### config.mk
export PLATFORM = sky130hd
export DESIGN_NAME = bt_cmd_rx_flat
export DESIGN_NICKNAME = d
export VERILOG_FILES = /design/src/rtl/bt_cmd_pkg.sv /design/src/rtl/bt_cmd_rx_if.sv /design/src/rtl/uart_rx_core.sv /design/src/rtl/bt_cmd_rx.sv /design/src/flat_wrapper.sv
export SDC_FILE = /design/constraint.sdc
export NUM_CORES = 1
export LEC_CHECK = 0
export CORE_ASPECT_RATIO = 0.9
export CORE_UTILIZATION = 60
export DETAILED_ROUTE_END_ITERATION = 12
export PLACE_DENSITY = 0.89
export SKIP_CTS_REPAIR_TIMING = 1
export SLEW_MARGIN = 20
export SYNTH_ARGS = -nofsm -noshare
export SYNTH_HDL_FRONTEND = slang
export SYNTH_SLANG_ARGS = --single-unit
### constraint.sdc
create_clock -name inclk -period 3 [get_ports inclk]
set_input_delay 0.9 -clock inclk [delete_from_list [all_inputs] [get_ports inclk]]
set_output_delay 0.9 -clock inclk [all_outputs]
set_load 0.02 [all_outputs]
### src/rtl/bt_cmd_pkg.sv
// Shared constants for the Bluetooth command link: character set, command codes,
// default clocking, and the receiver FSM encoding.
package bt_cmd_pkg;

  localparam int unsigned DEF_CLK_FREQ = 32'd50000000;
  localparam int unsigned DEF_BAUD     = 32'd9600;

  localparam logic [7:0] CH_0 = 8'h30;
  localparam logic [7:0] CH_1 = 8'h31;
  localparam logic [7:0] CH_2 = 8'h32;
  localparam logic [7:0] CH_W = 8'h57;
  localparam logic [7:0] CH_S = 8'h53;
  localparam logic [7:0] CH_A = 8'h41;
  localparam logic [7:0] CH_D = 8'h44;
  localparam logic [7:0] CH_B = 8'h42;

  typedef enum logic [2:0] {
    CMD_STOP = 3'd0,
    CMD_SPD1 = 3'd1,
    CMD_SPD2 = 3'd2,
    CMD_W    = 3'd3,
    CMD_S    = 3'd4,
    CMD_A    = 3'd5,
    CMD_D    = 3'd6,
    CMD_B    = 3'd7
  } cmd_e;

  typedef enum logic [2:0] {
    ST_IDLE  = 3'd0,
    ST_START = 3'd1,
    ST_DATA  = 3'd2,
    ST_STOP  = 3'd3,
    ST_BREAK = 3'd4
  } rx_state_e;

  typedef struct packed {
    logic       hit;
    logic [2:0] code;
  } decode_t;

  function automatic decode_t decode_char(input logic [7:0] ch);
    decode_t d;
    d.hit  = 1'b1;
    d.code = CMD_STOP;
    case (ch)
      CH_0:    d.code = CMD_STOP;
      CH_1:    d.code = CMD_SPD1;
      CH_2:    d.code = CMD_SPD2;
      CH_W:    d.code = CMD_W;
      CH_S:    d.code = CMD_S;
      CH_A:    d.code = CMD_A;
      CH_D:    d.code = CMD_D;
      CH_B:    d.code = CMD_B;
      default: d.hit  = 1'b0;
    endcase
    return d;
  endfunction

endpackage

### src/rtl/bt_cmd_rx_if.sv
// Serial input and decoded-command outputs of the car-side receiver.
interface bt_cmd_rx_if;
  logic       Rx;
  logic [2:0] c_s;
  logic       cmd_valid;
  logic [7:0] rx_byte;
  logic       byte_valid;
  logic       frame_err;
  logic       unknown_cmd;

  modport master (
    output Rx,
    input  c_s, cmd_valid, rx_byte, byte_valid, frame_err, unknown_cmd
  );

  modport slave (
    input  Rx,
    output c_s, cmd_valid, rx_byte, byte_valid, frame_err, unknown_cmd
  );
endinterface

### src/rtl/uart_rx_core.sv
// 8N1 LSB-first UART receiver: input synchronizer, mid-bit sampling FSM and bit timer.
// Produces the framed byte with a valid strobe, or a framing-error strobe.
module uart_rx_core
  import bt_cmd_pkg::*;
#(
  parameter int unsigned CLKS_PER_BIT = 32'd16
) (
  input  logic       i_clk,
  input  logic       i_rst,
  input  logic       i_rx,
  output logic [7:0] o_byte,
  output logic       o_byte_valid,
  output logic       o_frame_err
);

  localparam int unsigned      TW         = $clog2(CLKS_PER_BIT);
  localparam logic [TW-1:0]    HALF_M1    = TW'(CLKS_PER_BIT / 32'd2 - 32'd1);
  localparam logic [TW-1:0]    FULL_M1    = TW'(CLKS_PER_BIT - 32'd1);
  localparam logic [TW-1:0]    TIMER_ONE  = TW'(32'd1);

  logic            r_sync1;
  logic            r_sync2;
  logic            w_rxs;
  rx_state_e       r_state;
  rx_state_e       w_next;
  logic [TW-1:0]   r_timer;
  logic [2:0]      r_index;
  logic [7:0]      r_shift;
  logic [7:0]      r_byte;
  logic            r_byte_valid;
  logic            r_frame_err;

  logic            w_tick_half;
  logic            w_tick_full;
  logic            w_timer_clr;
  logic            w_idx_clr;
  logic            w_shift_en;
  logic            w_done_ok;
  logic            w_done_err;

  assign w_rxs       = r_sync2;
  assign w_tick_half = (r_timer == HALF_M1);
  assign w_tick_full = (r_timer == FULL_M1);

  // Two-flop synchronizer; idles high so reset does not look like a start bit.
  always_ff @(posedge i_clk) begin
    if (i_rst) begin
      r_sync1 <= 1'b1;
      r_sync2 <= 1'b1;
    end else begin
      r_sync1 <= i_rx;
      r_sync2 <= r_sync1;
    end
  end

  always_ff @(posedge i_clk) begin
    if (i_rst) begin
      r_state <= ST_IDLE;
    end else begin
      r_state <= w_next;
    end
  end

  always_comb begin
    w_next = r_state;
    case (r_state)
      ST_IDLE: begin
        if (!w_rxs) w_next = ST_START;
        else        w_next = ST_IDLE;
      end
      ST_START: begin
        if (w_tick_half) w_next = w_rxs ? ST_IDLE : ST_DATA;
        else             w_next = ST_START;
      end
      ST_DATA: begin
        if (w_tick_full && (r_index == 3'd7)) w_next = ST_STOP;
        else                                  w_next = ST_DATA;
      end
      ST_STOP: begin
        if (w_tick_full) w_next = w_rxs ? ST_IDLE : ST_BREAK;
        else             w_next = ST_STOP;
      end
      ST_BREAK: begin
        if (w_rxs) w_next = ST_IDLE;
        else       w_next = ST_BREAK;
      end
      default: w_next = ST_IDLE;
    endcase
  end

  // The timer restarts at each sample point, so later samples stay mid-bit.
  always_comb begin
    w_timer_clr = 1'b0;
    w_idx_clr   = 1'b0;
    w_shift_en  = 1'b0;
    w_done_ok   = 1'b0;
    w_done_err  = 1'b0;
    case (r_state)
      ST_IDLE: begin
        w_timer_clr = 1'b1;
        w_idx_clr   = 1'b1;
      end
      ST_START: begin
        w_timer_clr = w_tick_half;
        w_idx_clr   = 1'b1;
      end
      ST_DATA: begin
        w_timer_clr = w_tick_full;
        w_shift_en  = w_tick_full;
      end
      ST_STOP: begin
        w_timer_clr = w_tick_full;
        w_done_ok   = w_tick_full & w_rxs;
        w_done_err  = w_tick_full & ~w_rxs;
      end
      ST_BREAK: begin
        w_timer_clr = 1'b1;
      end
      default: begin
        w_timer_clr = 1'b1;
        w_idx_clr   = 1'b1;
      end
    endcase
  end

  always_ff @(posedge i_clk) begin
    if (i_rst) begin
      r_timer      <= '0;
      r_index      <= 3'd0;
      r_shift      <= 8'h00;
      r_byte       <= 8'h00;
      r_byte_valid <= 1'b0;
      r_frame_err  <= 1'b0;
    end else begin
      r_timer <= w_timer_clr ? '0 : (r_timer + TIMER_ONE);
      if (w_idx_clr) begin
        r_index <= 3'd0;
      end else if (w_shift_en) begin
        r_index <= r_index + 3'd1;
      end
      if (w_shift_en) begin
        r_shift[r_index] <= w_rxs;
      end
      if (w_done_ok) begin
        r_byte <= r_shift;
      end
      r_byte_valid <= w_done_ok;
      r_frame_err  <= w_done_err;
    end
  end

  assign o_byte       = r_byte;
  assign o_byte_valid = r_byte_valid;
  assign o_frame_err  = r_frame_err;

endmodule

### src/rtl/bt_cmd_rx.sv
// Car-side Bluetooth command receiver: UART core plus command-character decode
// and the held command register c_s.
module bt_cmd_rx
  import bt_cmd_pkg::*;
#(
  parameter int unsigned CLK_FREQ = DEF_CLK_FREQ,
  parameter int unsigned BAUD     = DEF_BAUD
) (
  input  logic        inclk,
  input  logic        rst,
  bt_cmd_rx_if.slave  bus
);

  localparam int unsigned CLKS_PER_BIT = CLK_FREQ / BAUD;

  logic [7:0] w_core_byte;
  logic       w_core_valid;
  logic       w_core_ferr;
  decode_t    w_dec;

  logic [2:0] r_c_s;
  logic       r_cmd_valid;
  logic [7:0] r_rx_byte;
  logic       r_byte_valid;
  logic       r_frame_err;
  logic       r_unknown_cmd;

  uart_rx_core #(
    .CLKS_PER_BIT (CLKS_PER_BIT)
  ) u_core (
    .i_clk        (inclk),
    .i_rst        (rst),
    .i_rx         (bus.Rx),
    .o_byte       (w_core_byte),
    .o_byte_valid (w_core_valid),
    .o_frame_err  (w_core_ferr)
  );

  assign w_dec = decode_char(w_core_byte);

  // All strobes and c_s are re-registered together so they stay cycle-aligned.
  always_ff @(posedge inclk) begin
    if (rst) begin
      r_c_s         <= CMD_STOP;
      r_cmd_valid   <= 1'b0;
      r_rx_byte     <= 8'h00;
      r_byte_valid  <= 1'b0;
      r_frame_err   <= 1'b0;
      r_unknown_cmd <= 1'b0;
    end else begin
      r_byte_valid  <= w_core_valid;
      r_cmd_valid   <= w_core_valid & w_dec.hit;
      r_unknown_cmd <= w_core_valid & ~w_dec.hit;
      r_frame_err   <= w_core_ferr;
      if (w_core_valid) begin
        r_rx_byte <= w_core_byte;
      end
      if (w_core_valid && w_dec.hit) begin
        r_c_s <= w_dec.code;
      end
    end
  end

  assign bus.c_s         = r_c_s;
  assign bus.cmd_valid   = r_cmd_valid;
  assign bus.rx_byte     = r_rx_byte;
  assign bus.byte_valid  = r_byte_valid;
  assign bus.frame_err   = r_frame_err;
  assign bus.unknown_cmd = r_unknown_cmd;

endmodule

### src/flat_wrapper.sv
// flat-port wrapper written by rule: the top's interface ports become plain ports
module bt_cmd_rx_flat import bt_cmd_pkg::*;
#(
  parameter int unsigned CLK_FREQ = DEF_CLK_FREQ,
  parameter int unsigned BAUD     = DEF_BAUD
)
  (inclk, rst, bus_Rx, bus_c_s, bus_cmd_valid, bus_rx_byte, bus_byte_valid, bus_frame_err, bus_unknown_cmd);
  bt_cmd_rx_if bus_i ();
  input  logic inclk;
  input  logic rst;
  input wire logic [$bits(bus_i.Rx)-1:0] bus_Rx;
  output wire logic [$bits(bus_i.c_s)-1:0] bus_c_s;
  output wire logic [$bits(bus_i.cmd_valid)-1:0] bus_cmd_valid;
  output wire logic [$bits(bus_i.rx_byte)-1:0] bus_rx_byte;
  output wire logic [$bits(bus_i.byte_valid)-1:0] bus_byte_valid;
  output wire logic [$bits(bus_i.frame_err)-1:0] bus_frame_err;
  output wire logic [$bits(bus_i.unknown_cmd)-1:0] bus_unknown_cmd;
  assign bus_i.Rx = bus_Rx;
  assign bus_c_s = bus_i.c_s;
  assign bus_cmd_valid = bus_i.cmd_valid;
  assign bus_rx_byte = bus_i.rx_byte;
  assign bus_byte_valid = bus_i.byte_valid;
  assign bus_frame_err = bus_i.frame_err;
  assign bus_unknown_cmd = bus_i.unknown_cmd;
  bt_cmd_rx #(.CLK_FREQ(CLK_FREQ), .BAUD(BAUD)) u_core (.inclk(inclk), .rst(rst), .bus(bus_i));
endmodule
==> reports/summary.txt, run 1 <==
Post-DR wirelength/cell - 13.9 um
RePlAce Congestion - 0.823
Warnings from Yosys - 0
Antenna diodes - 0
Crit. End Element - flop
Critical path's largest stage delay - 0.43 ns
Drt drc - 0
Drt initial violations - 93
Clock Pin Slew Worst Setup and Hold Paths - 0.10 ns
Longest Clk Path Bufs - 2
Period Utilization, post-route - 0.794
Syn Inst Count - 262
Placed cell area - 2590 um2
H-tree depth - 2
Critical path type - reg2reg
Clock Skew - 0.00768 ns
Min Tclk post-route - 2.38 ns
Number of port buffers - 17
Outcome - completed
DP Wirelength - 3130 um
Root buf cell - clkbuf_8
Setup TNS - 0 ns
Pre-CTS worst setup slack - 0.446 ns
Crit path max-delay family - simple AND/OR/NAND/NOR gates
Clock Latency Late Sink - 0.32 ns
Crit start category - flop
First-pass iteration count of the detailed router - 4
Max cap viols - 0
Area grow syn2layout - 11.5%
Number of global-route vias before repair - 1649
# setup viols final - 0
Initial antenna violation count - 0
R2r setup slk - 0.62 ns
PwrDens - 434 nW/um2
Via-to-Cell Ratio - 5.85
GR Overflow Total - 0
I/O pin count - 18
DRT Wirelength - 4450 um
Synth Area per Inst - 9.19 um2
CTS tree - built
Ys flop type - dfxtp_1
Worst slew pin tran - 0.889 ns
Starting density of the core - 0.636
Min-delay src - u_core.u_core.r_sync1$_SDFF_PP1_
Hold Crit Depth - 1
Die outline height - 62.1 um
DP Cell Count - 312
# rows - 21
Final slew viol count - 0
Final setup margin - 0.617 ns
Critical Path, Cell by Cell - ha_1 -> or3b_4 -> nor4_4 -> buf_4 -> nand3_2 -> mux2i_1 -> nor2_1
Worst r2r path cells - 7
Share of layout cells above drive strength 1 - 0.0766
Register area share after synthesis - 0.449
Die area - 4270 um2
WP data required - 3.21 ns
Asr flop ratio synth - 0
Fmax - 0.420 GHz
Final Cell Area - 2680 um2
Core ar. - 3780 um2
Register bit total from synthesis - 54
Largest net degree at the start of global routing - 39
Pleak - 1.01 nW
Worst Path Max Fanout - 11
Num CTS Buffers - 5
Final nets - 279
WP buf/inv - 1
First-pass GRT wire length - 7330 um
Syn nets - 268
Post-Layout Cell Count - 320
R2r startpoint - u_core.u_core.r_timer[0]$_SDFF_PP0_
Netlist cell types - 42
Max-slew headroom - 0.406
Multi-input gate area - 1250 um2
DRT antenna net count - 0
Post-synth EDFFs - 0
Reg2reg end - u_core.u_core.o_byte[5]$_SDFFE_PP0P_
Worst vdd ir - 0.451 mV
Register Area - 1080 um2
Clock sinks - 54
CP max stage cell - or3b_4
Unrepaired setup endpoints after global routing - false
WP data arrival - 2.59 ns
Number of fill cells - 294
Hold EP - u_core.u_core.r_sync2$_SDFF_PP1_
Total vias in the final route - 1873
Hold Crit Class - reg2reg
Cell Area, Synth - 2410 um2
Final Hold Fails - 0
Tot GR Track Use - 0.233
Die Width - 68.8 um
-- worst max path at each step --
stage | startpoint | to | slack, ns | depth (start not counted)
finish | u_core.u_core.r_timer[0]$_SDFF_PP0_ | u_core.u_core.o_byte[5]$_SDFFE_PP0P_ | 0.62 | 7
CTS | u_core.u_core.r_timer[0]$_SDFF_PP0_ | u_core.u_core.o_byte[5]$_SDFFE_PP0P_ | 0.64 | 7
detailed placement | rst | u_core.u_core.r_timer[9]$_SDFF_PP0_ | 0.45 | 4
floorplan | u_core.u_core.r_timer[0]$_SDFF_PP0_ | u_core.u_core.r_state[0]$_SDFF_PP0_ | 0.99 | 6
global route | u_core.u_core.r_timer[0]$_SDFF_PP0_ | u_core.u_core.o_byte[6]$_SDFFE_PP0P_ | 0.48 | 7
global placement | rst | u_core.u_core.r_timer[4]$_SDFF_PP0_ | 0.62 | 4
-- cell usage in the layout (no fill, tap or decap), types with 2 or more instances in the layout --
cell type / netlist / final
dfxtp_1: 54 / 54
nor2_1: 50 / 50
mux2i_1: 28 / 28
clkdlybuf4s50_1: 0 / 17
nand4_1: 12 / 12
nand3_1: 10 / 10
nand2_1: 10 / 10
xnor2_1: 9 / 9
nor4_1: 8 / 8
nor2b_1: 6 / 6
nor3_1: 6 / 6
xor2_1: 6 / 6
nand2b_1: 5 / 5
clkbuf_8: 0 / 5
or2_2: 4 / 4
inv_1: 4 / 4
nand4b_1: 3 / 3
o21ai_0: 3 / 3
ha_1: 3 / 3
or3_1: 2 / 2
and2_1: 2 / 2
a21oi_1: 2 / 2
a2bb2oi_1: 2 / 2
inv_6: 0 / 2
buf_4: 1 / 2
-- worst reg2reg max path, delay by kind of cell, from the launching register on --
family                     cells  cell delay, ns
muxes                          1            0.31
DFF                            1            0.39
buffers and inverters          1            0.24
adders and majority gates      1            0.25
and+or+nand+nor                4            1.08
-- routing by layer --
layer	routed length, um	global-route usage	vias up
met5	0	0	-
met4	61	0.0816	0
met3	189	0.0693	8
met2	2060	0.357	41
met1	2140	0.315	893
li1	-	-	931
-- per-stage QoR --
step / power, mW / utilization / hold WS [ns]
2_1_floorplan: 0.754 / - / 0.389
3_3_place_gp: 0.760 / 0.684 / 0.394
3_5_place_dp: 0.760 / 0.684 / 0.396
4_1_cts: 1.17 / 0.709 / 0.422
5_1_grt: 1.21 / 0.709 / 0.441
6_report: 1.17 / 0.709 / 0.418
-- report_power, final --
part           total, mW  internal, mW  switching, mW  leakage [nW]
registers          0.723         0.719        0.00442         0.435
clock network      0.421         0.172          0.249        0.0491
logic             0.0208       0.00829         0.0125         0.529
-- cells by family after synthesis --
| kind of cell | share of synthesized area |
|---|---|
| buffers and inverters | 0.0317 |
| AND/OR/NAND/NOR | 0.289 |
| multiplexers | 0.126 |
| flip-flops | 0.449 |
| XOR/XNOR | 0.0546 |
| AO/OA/AOI/OAI | 0.0343 |
| adder cells (fa/ha/maj) | 0.0156 |
-- Yosys cell counts (3+ instances only) --
cell / n / area (um2)
ha_1: 3 / 37.5
nand2b_1: 5 / 31.3
mux2i_1: 28 / 280
nor3_1: 6 / 30.0
or2_2: 4 / 25.0
o21ai_0: 3 / 15.0
inv_1: 4 / 15.0
dfxtp_1: 54 / 1080
nand2_1: 10 / 37.5
nor2_1: 50 / 188
nand4b_1: 3 / 26.3
xor2_1: 6 / 52.6
nand4_1: 12 / 75.1
clkbuf_1: 13 / 48.8
nor4_1: 8 / 50.1
xnor2_1: 9 / 78.8
nor2b_1: 6 / 37.5
nand3_1: 10 / 50.1
-- layout make-up --
type                            instances  area share
Multi-Input combinational cell        189       0.466
Clock inverter                          3     0.00979
Clock buffer                            5      0.0256
Inverter                                4     0.00559
Tap cell                               46      0.0214
Sequential cell                        54       0.403
Timing Repair Buffer                   19      0.0690
-- flip-flops by register name, indices dropped and copies added (netlist names) --
register and flops:
u_core.bus.byte_valid 1, u_core.bus.c_s 3, u_core.bus.cmd_valid 1, u_core.bus.frame_err 1, u_core.bus.rx_byte 8, u_core.bus.unknown_cmd 1, u_core.u_core.o_byte 8, u_core.u_core.o_byte_valid 1
u_core.u_core.o_frame_err 1, u_core.u_core.r_index 3, u_core.u_core.r_shift 8, u_core.u_core.r_state 3, u_core.u_core.r_sync1 1, u_core.u_core.r_sync2 1, u_core.u_core.r_timer 13
Power figures use the tool's default switching activity.
==> run 2, diff against run 1 <==
--- a/config.mk
+++ b/config.mk
@@ -6,9 +6,9 @@
 export NUM_CORES = 1
 export LEC_CHECK = 0
 export CORE_ASPECT_RATIO = 0.9
-export CORE_UTILIZATION = 60
+export CORE_UTILIZATION = 52
 export DETAILED_ROUTE_END_ITERATION = 12
-export PLACE_DENSITY = 0.89
+export PLACE_DENSITY = 0.83
 export SKIP_CTS_REPAIR_TIMING = 1
 export SLEW_MARGIN = 20
 export SYNTH_ARGS = -nofsm -noshare
==> constraint.sdc (replaced) <==
create_clock -name inclk -period 2.1 [get_ports inclk]
set_input_delay 0.63 -clock inclk [delete_from_list [all_inputs] [get_ports inclk]]
set_output_delay 0.63 -clock inclk [all_outputs]
set_load 0.02 [all_outputs]
==> run 2 against run 1 <==
Effect of this change: non-clock buffer count increased by 9; power increased by 43%; via count decreased by 0.91%; sequential share of layout area decreased by 1.8 points.
==> reports/summary.txt, run 2 (synthesis results as in run 1) <==
Outcome - completed
RePlAce Congestion - 0.901
Crit. End Element - flop
WP data arrival - 2.25 ns
# setup viols final - 0
Setup TNS - 0 ns
H-tree depth - 2
DRT antenna net count - 0
DP Cell Count - 336
Hold Crit Class - reg2reg
Drt drc - 0
Post-DR wirelength/cell - 13.1 um
Min-delay src - u_core.u_core.r_sync1$_SDFF_PP1_
DP Wirelength - 3120 um
Clock Pin Slew Worst Setup and Hold Paths - 0.10 ns
Die Width - 73.7 um
Number of global-route vias before repair - 1633
Crit start category - flop
Unrepaired setup endpoints after global routing - false
Worst vdd ir - 0.349 mV
Max cap viols - 0
Drt initial violations - 138
Max-slew headroom - 0.652
Antenna diodes - 0
Die area - 4910 um2
CTS tree - built
Final slew viol count - 0
Commonest non-fill, non-tap cell in the layout - dfxtp_1
Initial antenna violation count - 0
Hold Crit Depth - 1
Fmax - 0.498 GHz
Longest Clk Path Bufs - 2
Root buf cell - clkbuf_8
Min Tclk post-route - 2.01 ns
Clock Skew - 0.00470 ns
Num CTS Buffers - 5
Area grow syn2layout - 16.9%
DRT Wirelength - 4530 um
Worst Path Max Fanout - 5
Total vias in the final route - 1856
Pleak - 1.06 nW
Starting density of the core - 0.540
Period Utilization, post-route - 0.955
Worst r2r path cells - 5
Share of layout cells above drive strength 1 - 0.120
CP startpoint - u_core.u_core.r_timer[6]$_SDFF_PP0_
Die outline height - 66.6 um
Worst slew pin tran - 0.521 ns
First-pass iteration count of the detailed router - 4
Via-to-Cell Ratio - 5.38
I/O pin count - 18
PwrDens - 591 nW/um2
Core ar. - 4460 um2
R2r startpoint - u_core.u_core.r_timer[6]$_SDFF_PP0_
Largest net degree at the start of global routing - 21
Final nets - 288
Max reg flops - 13
WP data required - 2.34 ns
Most frequent cells in the layout - 52 x dfxtp_1, 50 x nor2_1, 28 x mux2i_1
Critical path type - reg2reg
Post-Layout Cell Count - 345
First-pass GRT wire length - 7410 um
Reg2reg end - u_core.u_core.r_state[0]$_SDFF_PP0_
Worst setup endpoint - u_core.u_core.r_state[0]$_SDFF_PP0_
Clock Latency Late Sink - 0.31 ns
Reg with most FFs - u_core.u_core.r_timer
GR Overflow Total - 0
R2r setup slk - 0.09 ns
Final Hold Fails - 0
Clock sinks - 54
# rows - 23
Number of port buffers - 17
Tot GR Track Use - 0.199
[run 2: power breakdown]
| part | internal [mW] | total [mW] | leakage, nW | switching (mW) |
|---|---|---|---|---|
| clock | 0.241 | 0.593 | 0.0447 | 0.352 |
| sequential | 1.03 | 1.03 | 0.436 | 0.00661 |
| combinational | 0.0177 | 0.0383 | 0.580 | 0.0206 |
[run 2: metal layers]
layer  track usage  wire length, um  vias up  part of all wire
li1              -                -      951                 -
met3        0.0424              192        5             0.042
met1         0.278             2230      864              0.49
met4        0.0697               44        0            0.0097
met5             0                0        -                 0
met2         0.300             2060       36              0.45
[run 2: worst min path at each step]
| stage | end |
|---|---|
| after floorplan | u_core.u_core.r_sync2$_SDFF_PP1_ |
| after global placement | u_core.u_core.r_sync2$_SDFF_PP1_ |
| after detailed placement | u_core.u_core.r_sync2$_SDFF_PP1_ |
| after CTS | u_core.u_core.r_sync2$_SDFF_PP1_ |
| after global routing | u_core.u_core.r_sync2$_SDFF_PP1_ |
| final | u_core.u_core.r_sync2$_SDFF_PP1_ |
[run 2: area by class of cell]
cell class,instances,area [um2]
sequential,54,1080
timing repair buffer,28,267
tap,62,77.6
clock buffer,5,68.8
inverter,4,15.0
clock inverter,3,25.0
multi-input combinational,189,1280
fill,379,1650
[run 2: per-stage QoR]
stage	util	hold slack [ns]	area (um2)	setup WS [ns]	power (mW)
floorplan	-	0.389	2410	0.0930	1.08
finish	0.631	0.418	2810	0.0937	1.66
detailed placement	0.601	0.402	2680	-0.0407	1.09
CTS	0.622	0.422	2780	-0.0602	1.68
global route	0.631	0.442	2810	0.0134	1.72
global placement	0.601	0.400	2680	-0.0241	1.09
[run 2: critical path: stages, from the launching register on]
cell,delay [ns]
dfxtp_1,0.42
or3b_1,0.43
nor4_4,0.38
nand2_1,0.11
mux4_2,0.49
nor3_2,0.12
==> run 3, diff against run 2 <==
--- a/config.mk
+++ b/config.mk
@@ -5,6 +5,7 @@
 export SDC_FILE = /design/constraint.sdc
 export NUM_CORES = 1
 export LEC_CHECK = 0
+export ABC_AREA = 1
 export CORE_ASPECT_RATIO = 0.9
 export CORE_UTILIZATION = 52
 export DETAILED_ROUTE_END_ITERATION = 12
==> run 3 against run 2 <==
Effect of this change: register-to-register slack gained 0.29 ns; routed wire length grew 5.1%; final cell count grew 24%; critical path type is now reg2out; via count increased by 17%; sequential cell count unchanged; sequential share of layout area rose by 0.52 points; clock skew shrank 0.0013 ns; first-iteration DRC count down 27%; highest routed layer unchanged.
==> reports/summary.txt, run 3 <==
Outcome - completed
Post-Synth Adder-Cell Area - 0.0153
Core ar. - 4490 um2
Reg with most FFs - u_core.u_core.r_timer
Area contributors post-synth - dfxtp_1 44%, nand2_1 11%, nor2_1 10%, inv_1 5.4%, a21oi_1 4.7%
Drt drc - 0
Critical path's largest stage delay - 0.61 ns
Area share of xor/xnor cells in the synthesized design - 0.0322
Crit path max-delay family - buffers and inverters
Hold Crit Class - reg2reg
First-pass iteration count of the detailed router - 4
Initial antenna violation count - 0
Drt initial violations - 101
Via-to-Cell Ratio - 5.08
Share of the synthesized area in the top cell type - 0.442
Final slew viol count - 0
CP startpoint - u_core.bus.c_s[0]$_SDFFE_PP0P_
CTS tree - built
Register bit total from synthesis - 54
Synth Area per Inst - 7.03 um2
Netlist cell types - 25
Setup TNS - 0 ns
Pleak - 1.10 nW
DRT Wirelength - 4760 um
Post-synthesis mux area share - 0
DP Wirelength - 3450 um
Longest Clk Path Bufs - 2
Share of layout cells above drive strength 1 - 0.0658
Post-synthesis simple-gate area fraction - 0.348
Max reg flops - 13
Highest routed layer - met4
I/O pin count - 18
First-pass GRT wire length - 7800 um
Ys flop type - dfxtp_1
Min-delay src - u_core.u_core.o_frame_err$_SDFF_PP0_
Area grow syn2layout - 13.2%
Worst slew pin tran - 0.609 ns
Top-count cell post-synth - nand2_1
Post-synthesis compound-gate area fraction - 0.0808
Syn nets - 354
H-tree depth - 2
Die Width - 74.3 um
GR Overflow Total - 0
Crit start category - flop
Largest net degree at the start of global routing - 22
DRT antenna net count - 0
Min Tclk post-route - 1.91 ns
Num CTS Buffers - 5
Number of port buffers - 17
Die area - 4990 um2
Tot GR Track Use - 0.205
Final nets - 370
Period Utilization, post-route - 0.909
Max cap viols - 0
R2r startpoint - u_core.u_core.r_timer[0]$_SDFF_PP0_
Asr flop ratio synth - 0
R2r setup slk - 0.38 ns
Syn Inst Count - 348
Total vias in the final route - 2169
Clock Skew - 0.00336 ns
Post-Layout Cell Count - 427
RePlAce Congestion - 0.840
Die outline height - 67.1 um
# setup viols final - 0
Met1 WL - 2360 um
Metal2 WL - 2160 um
Antenna diodes - 0
Worst vdd ir - 0.388 mV
Crit. End Element - output port
Clock sinks - 54
Main combinational cell family by area after synthesis - simple AND/OR/NAND/NOR gates
Final Hold Fails - 0
Fmax - 0.524 GHz
Number of global-route vias before repair - 1883
Post-DR wirelength/cell - 11.1 um
Number of fill cells - 413
WP buf/inv - 1
Warnings from Yosys - 0
WP data arrival - 1.28 ns
Post-synth EDFFs - 0
PwrDens - 636 nW/um2
Root buf cell - clkbuf_8
Synth cell count leaders - 74 x nand2_1, 65 x nor2_1, 54 x dfxtp_1, 35 x inv_1, 23 x a21oi_1
Largest area contributor in the netlist - dfxtp_1
WP data required - 1.47 ns
Worst Path Max Fanout - 2
Critical Path, Cell by Cell - clkdlybuf4s50_1
Most frequent cells in the layout - 74 x nand2_1, 65 x nor2_1, 54 x dfxtp_1
Clock Latency Late Sink - 0.31 ns
Max-slew headroom - 0.594
Starting density of the core - 0.545
Clock Pin Slew Worst Setup and Hold Paths - 0.09 ns
DP Cell Count - 419
Critical path type - reg2out
Commonest non-fill, non-tap cell in the layout - nand2_1
CP max stage cell - clkdlybuf4s50_1
# rows - 23
Cell Area, Synth - 2450 um2
Final hold slack - 0.404 ns
Unrepaired setup endpoints after global routing - false
DR WL met3 - 178 um
Register area share after synthesis - 0.442
run 3: changes by cell type after synthesis, sizes merged, moves of 4 or more:
| cell | previous run | this run |
|---|---|---|
| a21oi | 2 | 23 |
| xnor2 | 9 | 1 |
| clkbuf | 13 | 5 |
| nand2 | 10 | 76 |
| o21ai | 3 | 14 |
| nor2 | 50 | 70 |
| inv | 4 | 37 |
| nand2b | 5 | 0 |
| nor2b | 6 | 0 |
| mux2i | 28 | 0 |
| nor4 | 9 | 0 |
| nand3 | 11 | 22 |
| buf | 2 | 6 |
run 3: layer usage:
metal  up-vias  global-route usage
li1       1138                   -
met1       987               0.259
met2        39               0.336
met3         5              0.0545
met4         0              0.0708
met5         -                   0
run 3: layout make-up:
type	instances	area (um2)	share of cell area
multi-input combinational	245	1160	0.421
sequential	54	1080	0.390
timing repair buffer	20	193	0.0696
inverter	38	144	0.0519
tap	62	77.6	0.0280
clock buffer	6	72.6	0.0262
clock inverter	2	37.5	0.0136
run 3: final timing paths:
path / end / cells after the start
setup / recovery: bus_c_s[0] / 1
hold / removal: u_core.bus.frame_err$_SDFF_PP0_ / 2
setup reg to reg: u_core.u_core.r_timer[11]$_SDFF_PP0_ / 6
hold reg to reg: u_core.bus.frame_err$_SDFF_PP0_ / 2
run 3: tightest hold or removal path, stage by stage, from the launching register on:
cell	delay [ns]
dfxtp_1	0.31
inv_1	0.04
nor2_1	0.03
run 3: cells by family (layout without fill, tap and decap cells):
family / after synthesis / after routing
compound gates: 38 / 38
xor+xnor: 9 / 9
fa+ha+maj: 3 / 3
buf+inv: 49 / 66
flops: 54 / 54
simple gates: 195 / 195
run 3: power by group:
part	internal, mW	leakage, nW	switching [mW]
combinational	0.0112	0.616	0.0197
sequential	1.03	0.435	0.00445
clock	0.356	0.0514	0.343
run 3: metrics by stage:
step	util	instance area, um2	total power, mW	setup slack [ns]
after floorplan	-	2450	1.08	0.637
after global placement	0.593	2660	1.08	0.183
after detailed placement	0.593	2660	1.09	0.101
after CTS	0.617	2770	1.78	0.180
after global routing	0.617	2770	1.82	0.129
final	0.617	2770	1.76	0.191
